**src/rtl/bf_loop_ctrl.sv**
```systemverilog
// Loop-sequencing controller for the bf-machine: resolves '[' / ']' using a
// hardware return-address stack, scanning program memory only for forward skips.
module bf_loop_ctrl #(
    parameter int PC_W  = 8,
    parameter int DEPTH = 16,
    parameter int SD_W  = 5
) (
    input  logic            clk,
    input  logic            reset,
    input  logic            start,
    input  logic            is_open,
    input  logic [PC_W-1:0] pc,
    input  logic            data_zero,
    output logic            scan_req,
    output logic [PC_W-1:0] scan_addr,
    input  logic            scan_valid,
    input  logic [2:0]      scan_cmd,
    output logic            busy,
    output logic            done,
    output logic            pc_load,
    output logic [PC_W-1:0] pc_target,
    output logic            stack_err,
    output logic [SD_W-1:0] depth
);

    localparam int AW = (DEPTH > 1) ? $clog2(DEPTH) : 1;
    localparam logic [2:0] CMD_OPEN  = 3'd6;
    localparam logic [2:0] CMD_CLOSE = 3'd7;
    localparam logic [PC_W-1:0] ADDR_MAX = {PC_W{1'b1}};

    typedef enum logic [1:0] {IDLE, EVAL, SCAN, FIN} state_t;

    state_t          state_reg, state_next;
    logic            is_open_reg, is_open_next;
    logic            dz_reg, dz_next;
    logic [PC_W-1:0] pc_reg, pc_next;
    logic [PC_W-1:0] nest_reg, nest_next;
    logic [PC_W-1:0] scan_addr_reg, scan_addr_next;
    logic            pc_load_reg, pc_load_next;
    logic [PC_W-1:0] pc_target_reg, pc_target_next;
    logic            err_reg, err_next;
    logic [SD_W-1:0] depth_reg, depth_next;
    logic            push_en;

    logic [PC_W-1:0] stack_mem [DEPTH];
    logic [PC_W-1:0] top_reg;
    logic [SD_W-1:0] depth_m1;
    logic [AW-1:0]   top_idx;
    logic [AW-1:0]   push_idx;

    assign depth_m1 = depth_reg - SD_W'(1);
    assign top_idx  = depth_m1[AW-1:0];
    assign push_idx = depth_reg[AW-1:0];

    // Top-of-stack is read every cycle; depth is stable from IDLE through EVAL,
    // so top_reg already holds the correct entry when EVAL consumes it.
    always_ff @(posedge clk) begin
        if (push_en) begin
            stack_mem[push_idx] <= pc_reg;
        end
        top_reg <= stack_mem[top_idx];
    end

    always_ff @(posedge clk) begin
        if (reset) begin
            state_reg     <= IDLE;
            is_open_reg   <= 1'b0;
            dz_reg        <= 1'b0;
            pc_reg        <= '0;
            nest_reg      <= '0;
            scan_addr_reg <= '0;
            pc_load_reg   <= 1'b0;
            pc_target_reg <= '0;
            err_reg       <= 1'b0;
            depth_reg     <= '0;
        end else begin
            state_reg     <= state_next;
            is_open_reg   <= is_open_next;
            dz_reg        <= dz_next;
            pc_reg        <= pc_next;
            nest_reg      <= nest_next;
            scan_addr_reg <= scan_addr_next;
            pc_load_reg   <= pc_load_next;
            pc_target_reg <= pc_target_next;
            err_reg       <= err_next;
            depth_reg     <= depth_next;
        end
    end

    always_comb begin
        state_next     = state_reg;
        is_open_next   = is_open_reg;
        dz_next        = dz_reg;
        pc_next        = pc_reg;
        nest_next      = nest_reg;
        scan_addr_next = scan_addr_reg;
        pc_load_next   = pc_load_reg;
        pc_target_next = pc_target_reg;
        err_next       = err_reg;
        depth_next     = depth_reg;
        push_en        = 1'b0;

        case (state_reg)
            IDLE: begin
                pc_load_next = 1'b0;
                if (start) begin
                    is_open_next = is_open;
                    pc_next      = pc;
                    dz_next      = data_zero;
                    state_next   = EVAL;
                end
            end
            EVAL: begin
                pc_load_next = 1'b0;
                state_next   = FIN;
                if (is_open_reg) begin
                    if (dz_reg) begin
                        nest_next      = PC_W'(1);
                        scan_addr_next = pc_reg + PC_W'(1);
                        state_next     = SCAN;
                    end else if (depth_reg == SD_W'(DEPTH)) begin
                        err_next = 1'b1;
                    end else begin
                        push_en    = 1'b1;
                        depth_next = depth_reg + SD_W'(1);
                    end
                end else if (depth_reg == '0) begin
                    err_next = 1'b1;
                end else if (!dz_reg) begin
                    pc_target_next = top_reg;
                    pc_load_next   = 1'b1;
                end else begin
                    depth_next = depth_m1;
                end
            end
            SCAN: begin
                if (scan_valid) begin
                    if (scan_cmd == CMD_CLOSE && nest_reg == PC_W'(1)) begin
                        pc_target_next = scan_addr_reg;
                        pc_load_next   = 1'b1;
                        state_next     = FIN;
                    end else begin
                        if (scan_cmd == CMD_CLOSE) begin
                            nest_next = nest_reg - PC_W'(1);
                        end else if (scan_cmd == CMD_OPEN) begin
                            nest_next = nest_reg + PC_W'(1);
                        end
                        // Running off the end of program memory is an error, never a wrap.
                        if (scan_addr_reg == ADDR_MAX) begin
                            err_next     = 1'b1;
                            pc_load_next = 1'b0;
                            state_next   = FIN;
                        end else begin
                            scan_addr_next = scan_addr_reg + PC_W'(1);
                        end
                    end
                end
            end
            FIN: begin
                pc_load_next = 1'b0;
                state_next   = IDLE;
            end
            default: begin
                state_next = IDLE;
            end
        endcase
    end

    assign busy      = (state_reg != IDLE);
    assign done      = (state_reg == FIN);
    assign scan_req  = (state_reg == SCAN);
    assign scan_addr = scan_addr_reg;
    assign pc_load   = pc_load_reg;
    assign pc_target = pc_target_reg;
    assign stack_err = err_reg;
    assign depth     = depth_reg;

endmodule

```
**config.mk**
```make
export PLATFORM = sky130hd
export DESIGN_NAME = bf_loop_ctrl
export DESIGN_NICKNAME = d
export VERILOG_FILES = /design/src/rtl/bf_loop_ctrl.sv
export SDC_FILE = /design/constraint.sdc
export NUM_CORES = 1
export LEC_CHECK = 0
export ABC_CLOCK_PERIOD_IN_PS = 8510
export CAP_MARGIN = 25
export CORE_ASPECT_RATIO = 1.25
export CORE_UTILIZATION = 60
export DETAILED_ROUTE_END_ITERATION = 10
export PLACE_DENSITY_LB_ADDON = 0.3
export SLEW_MARGIN = 20
export SYNTH_ARGS = -nofsm -noshare
export SYNTH_HDL_FRONTEND = slang
export SYNTH_SLANG_ARGS = --single-unit
```
**constraint.sdc**
```tcl
create_clock -name clk -period 8.51 [get_ports clk]
set_input_delay 1.2765 -clock clk [delete_from_list [all_inputs] [get_ports clk]]
set_output_delay 1.2765 -clock clk [all_outputs]
set_load 0.02 [all_outputs]
```
# After elaboration in Yosys (flattened, before gate mapping)
# Memories as Yosys holds them, arrays and structs flattened. A register that Yosys moved wholly into a read port is not among the register bits.
# Cells that the tools add are included.
# Widths: inputs -> output; s select.
totals:
  ff_bits: 43
  mem_bits_rw: 128
  in_bits: 17
  output_inout_bits: 26
  wordCells: 111
  mem_count: 1
mem_list:
  columns: ["memory", "depth", "word_bits", "read_ports", "rd_clocked_by_memory_dff", "write_ports", "line", "source"]
  rows:
  - ["stack_mem", 16, 8, 1, 1, 1, "45", "logic [PC_W-1:0] stack_mem [DEPTH];"]
classes:
  add_sub_neg: 6
  eq_ne: 27
  mux: 52
  reduce_logical: 15
ops:
  columns: ["operator", "n"]
  rows:
  - ["$mux 8", 16]
  - ["$pmux 8 s2", 3]
  - ["$mux 5", 5]
  - ["$add 8x1->8 const B", 3]
  - ["$ne 2x2->1 const B", 11]
  - ["$mux 1", 21]
  - ["$reduce_and 6->1", 3]
  - ["$ne 3x3->1 const B", 3]
  - ["$eq 8x1->1 const B", 1]
  - ["$eq 8x8->1 const B", 1]
  - ["$mux 2", 4]
  - ["$pmux 2 s4", 1]
  - ["$sub 8x1->8 const B", 1]
  - ["$reduce_and 7->1", 1]
  - ["$eq 3x3->1 const B", 2]
  - ["$ne 2x1->1 const B", 3]
  - ["$ne 3x1->1 const B", 2]
  - ["$reduce_bool 2->1", 3]
  - ["$add 5x1->5 const B", 1]
  - ["$eq 5x5->1 const B", 1]
  - ["$logic_not 5->1", 1]
  - ["$reduce_and 5->1", 1]
  - ["$sub 5x1->5 const B", 1]
  - ["$eq 2x2->1 const B", 2]
  - ["8 further kinds", 9]

# Depth between registers and ports, before layout
logic_depth:
  word_depth: 7
  depth_mapped: 13
  depth_no_buf: 11

# Worst setup path before layout
# Ideal clock, no wire load.
synth_timing:
  path_kind: "register to register"
  startpoint: "register depth_reg[0] (netlist: depth[0])"
  endpoint: "memory stack_mem[3][0] (enable)"
  setup_ps: 383
  arrival_ps: 2838
  required_time_ps: 8127
  setup_slack_ps: 5288
  stages_incl_launch_ff: 10
  path_buffers: 3
  synth_period_minus_slack_ps: 3222
  cell_sequence: "dfxtp_1 buf_4 buf_2 buf_4 inv_1 ha_1 nor4bb_1 nor3_1 nand2_1 nor3_1"
synth_between:
  elab_chain_len: 7
synth_lines:
  columns: ["element", "line", "source"]
  rows:
  - ["from (decl)", "42", "logic [SD_W-1:0] depth_reg, depth_next;"]
  - ["from (signal assigned)", "86", "depth_reg <= depth_next;"]
  - ["$eq 5x5->1", "121", "end else if (depth_reg == SD_W'(DEPTH)) begin"]
  - ["$mux 1", "121", null]
  - ["$mux 1", "117", "if (dz_reg) begin"]
  - ["$mux 1", "116", "if (is_open_reg) begin"]
  - ["$mux 1", "103", "case (state_reg)"]
  - ["$mux 1", "58", "if (push_en) begin"]
  - ["$mux 1 (not written as such)", "59", "stack_mem[push_idx] <= pc_reg;"]
  - ["to (decl)", "45", null]
# Several ways; a longest one is shown, not always the timed one.

# Worst setup path after layout
layout_timing:
  startpoint: "register depth_reg[0] (netlist: depth[0])"
  endpoint: "memory stack_mem[2][7] (enable)"
# The elaborated chain is that of the path after synthesis.

==> flow_summary.yaml <==
setup_path:
  worstSetupStartpointType: "flip-flop"
  crit_type: "flip-flop to flip-flop"
  endpoint_kind: "flip-flop"
  crit_required_ns: 8.56
  cp.arrival_ns: 3.49
  cp_max_fo: 39
place:
  portBuffers: 42
  place_area_um2: 8250
  dpl.cell_count: 743
  place.gp.congestion: 0.853
  post-dp-hpwl_um: 10300
cts:
  cts_tree: "yes"
  cts_sinks: 179
  cts_root_buf: "clkbuf_16"
  clock_latency_ns: 0.43
  post_cts_buffers: 0
  cts-resized-gates: 0
  ctsHoldBuffers: 0
  clk_path_buf_depth: 2
  numCtsBuffers: 17
  cts_htree_levels: 4
  clk_pin_slew_worst_paths_ns: 0.07
timing:
  finClkSkew_ns: 0.00800
  period_share_pct: 40.4
  finalCriticalPeriod_ns: 3.44
  max_clock_freq_mhz: 291
  worst_slew_pin_slew_ns: 1.02
  hold_violations: 0
  maxSlewViolCount: 0
  rsz0062_at_grt: "false"
  relSlewSlack_pct: 31.2
  fin_tns_setup_ns: 0
  hold_slack_ns: 0.489
  finalSetupViolCount: 0
detailed_routing:
  avgViaCountPerCell: 6.09
  routedWlPerCell_um: 20.2
  via_count: 4726
  antenna_left: 0
  drcViolationCount: 0
  wl_um: 15700
  drt_iter0_markers: 341
  dr.pass1.iters: 5
synthesis:
  synthTopCellsByCount: "128 x edfxtp_1, 52 x nand2_1, 51 x dfxtp_1, 49 x nor2_1, 32 x mux4_2"
  yosysMostFrequentCell: "edfxtp_1"
  synth_edf_count: 128
  ys_seq_elements: 179
  ys.flop_type: "edfxtp_1"
  yosys-top-cells-area: "edfxtp_1 50%, dfxtp_1 13%, mux4_2 9.4%"
  synth_top_cell_by_area: "edfxtp_1"
  syn_nets: 594
  synthDistinctLibCells: 56
  ys_warn_count: 0
  syn_area_per_cell_um2: 13.7
  synth_cells: 563
  syn_area_um2: 7700
  synth_seq_area_share_pct: 63.2
  synth_top_area_share_pct: 49.9
  async_flop_share_pct: 0
global_routing:
  grt_overflow: 0
  first_global_vias: 4598
  grt_usage_pct: 26.2
  grt_max_degree: 41
  antenna_found_initial: 0
  grt_pass1_wl_um: 24900
floorplan:
  dieHeight_um: 129
  die_area_um2: 13300
  rows: 45
  num_io_pins: 43
  initial_core_util_pct: 62.5
  die_w_um: 103
  coreArea_um2: 12300
status:
  status: "complete, no violations"
finish:
  syn_to_final_growth_pct: 15.1
  largest_reg_flops: 128
  nNetsFinal: 630
  multi_input_area_um2: 2680
  fin_area_um2: 8860
  instances_no_fill: 776
  nFillCells: 788
  top_register: "stack_mem"
  seq_area_um2: 4870
  num_antenna_cells: 0
  drive_above_1_share_pct: 13.2
power_and_ir_drop:
  ir_drop_v: 0.000162
  p_leak_uw: 0.00291
  power_density_nw_per_um2: 281
min_path:
  hp-class: "flip-flop to flip-flop"
run:
  maxCapViolCount: 0
[layout make-up]
class / count / share of cell area [%]
Multi-Input combinational cell: 343 / 30.3
Inverter: 9 / 0.381
Clock buffer: 17 / 4.80
Clock inverter: 15 / 2.05
Tap cell: 164 / 2.32
Timing Repair Buffer: 49 / 5.31
Sequential cell: 179 / 54.9
[metal layers]
layer  global-route usage, %  vias up  wire [µm]
met5                       0        -          0
met4                    9.36        0        323
met3                    4.83       28        925
met2                    42.9      182       7960
met1                    35.4     2296       6500
li1                        -     2220          -
[cell usage in the layout, fill, tap and decap left out, types with 3 or more instances in the layout]
master           instances
a211oi_1                16
a21oi_1                 29
a311oi_1                 6
a31oi_1                  8
and2_1                   3
and3_1                   3
buf_4                    6
clkbuf_16               17
clkdlybuf4s50_1         42
clkinv_8                 3
dfxtp_1                 50
edfxtp_1               128
ha_1                    14
inv_1                    9
inv_6                    3
inv_8                    5
mux2i_1                 18
mux4_2                  32
nand2_1                 52
nand2b_1                 4
nand3_1                 10
nand3b_1                 3
nand4_1                  5
nor2_1                  49
nor2b_1                  9
nor3_1                  12
nor4_1                   5
o21ai_0                  7
or3_1                    5
xnor2_1                  5
xor2_1                  10
[through the flow]
stage / total power, µW / setup WS (ns) / util, %
5_1_grt: 2600 / 4.67 / 71.9
4_1_cts: 2500 / 4.94 / 71.8
3_5_place_dp: 1720 / 4.66 / 66.9
2_1_floorplan: 1530 / 5.29 / -
3_3_place_gp: 1700 / 4.78 / 66.9
6_report: 2490 / 5.07 / 71.9
[cells by family (layout without fill, tap and decap cells)]
group                      Yosys count  in the layout  share of synthesized area, %
DFF                                179            179                          63.2
and+or+nand+nor                    175            175                          11.1
AOI/OAI and AO/OA                   86             86                          7.31
muxes                               52             52                          12.0
buffers and inverters               41             90                          2.32
xor gates and xnor gates            16             16                          1.82
adders and majority gates           14             14                          2.27
[worst paths after layout]
check,slack (ns),to,cells after the start,from
worst max-delay path,5.07,stack_mem[2][7],7,depth[0]
worst min-delay path,0.49,pc_target[4],2,top_reg[4]
worst max register to register,5.07,stack_mem[2][7],7,depth[0]
worst min register to register,0.49,pc_target[4],2,top_reg[4]
[power breakdown]
part	leakage [µW]	total (µW)	switching [µW]	internal [µW]
logic	0.00102	598	343	255
clock network	0.000292	785	363	422
registers	0.00160	1110	90.2	1020
[critical path: stages (launching register included)]
cell      delay [ns]
dfxtp_2         0.31
buf_4           0.55
inv_1           0.22
ha_1            0.30
nor4bb_1        0.16
nor3_1          0.46
nand2_1         0.21
nor3_1          0.82
(Power assumes the default switching activity.)
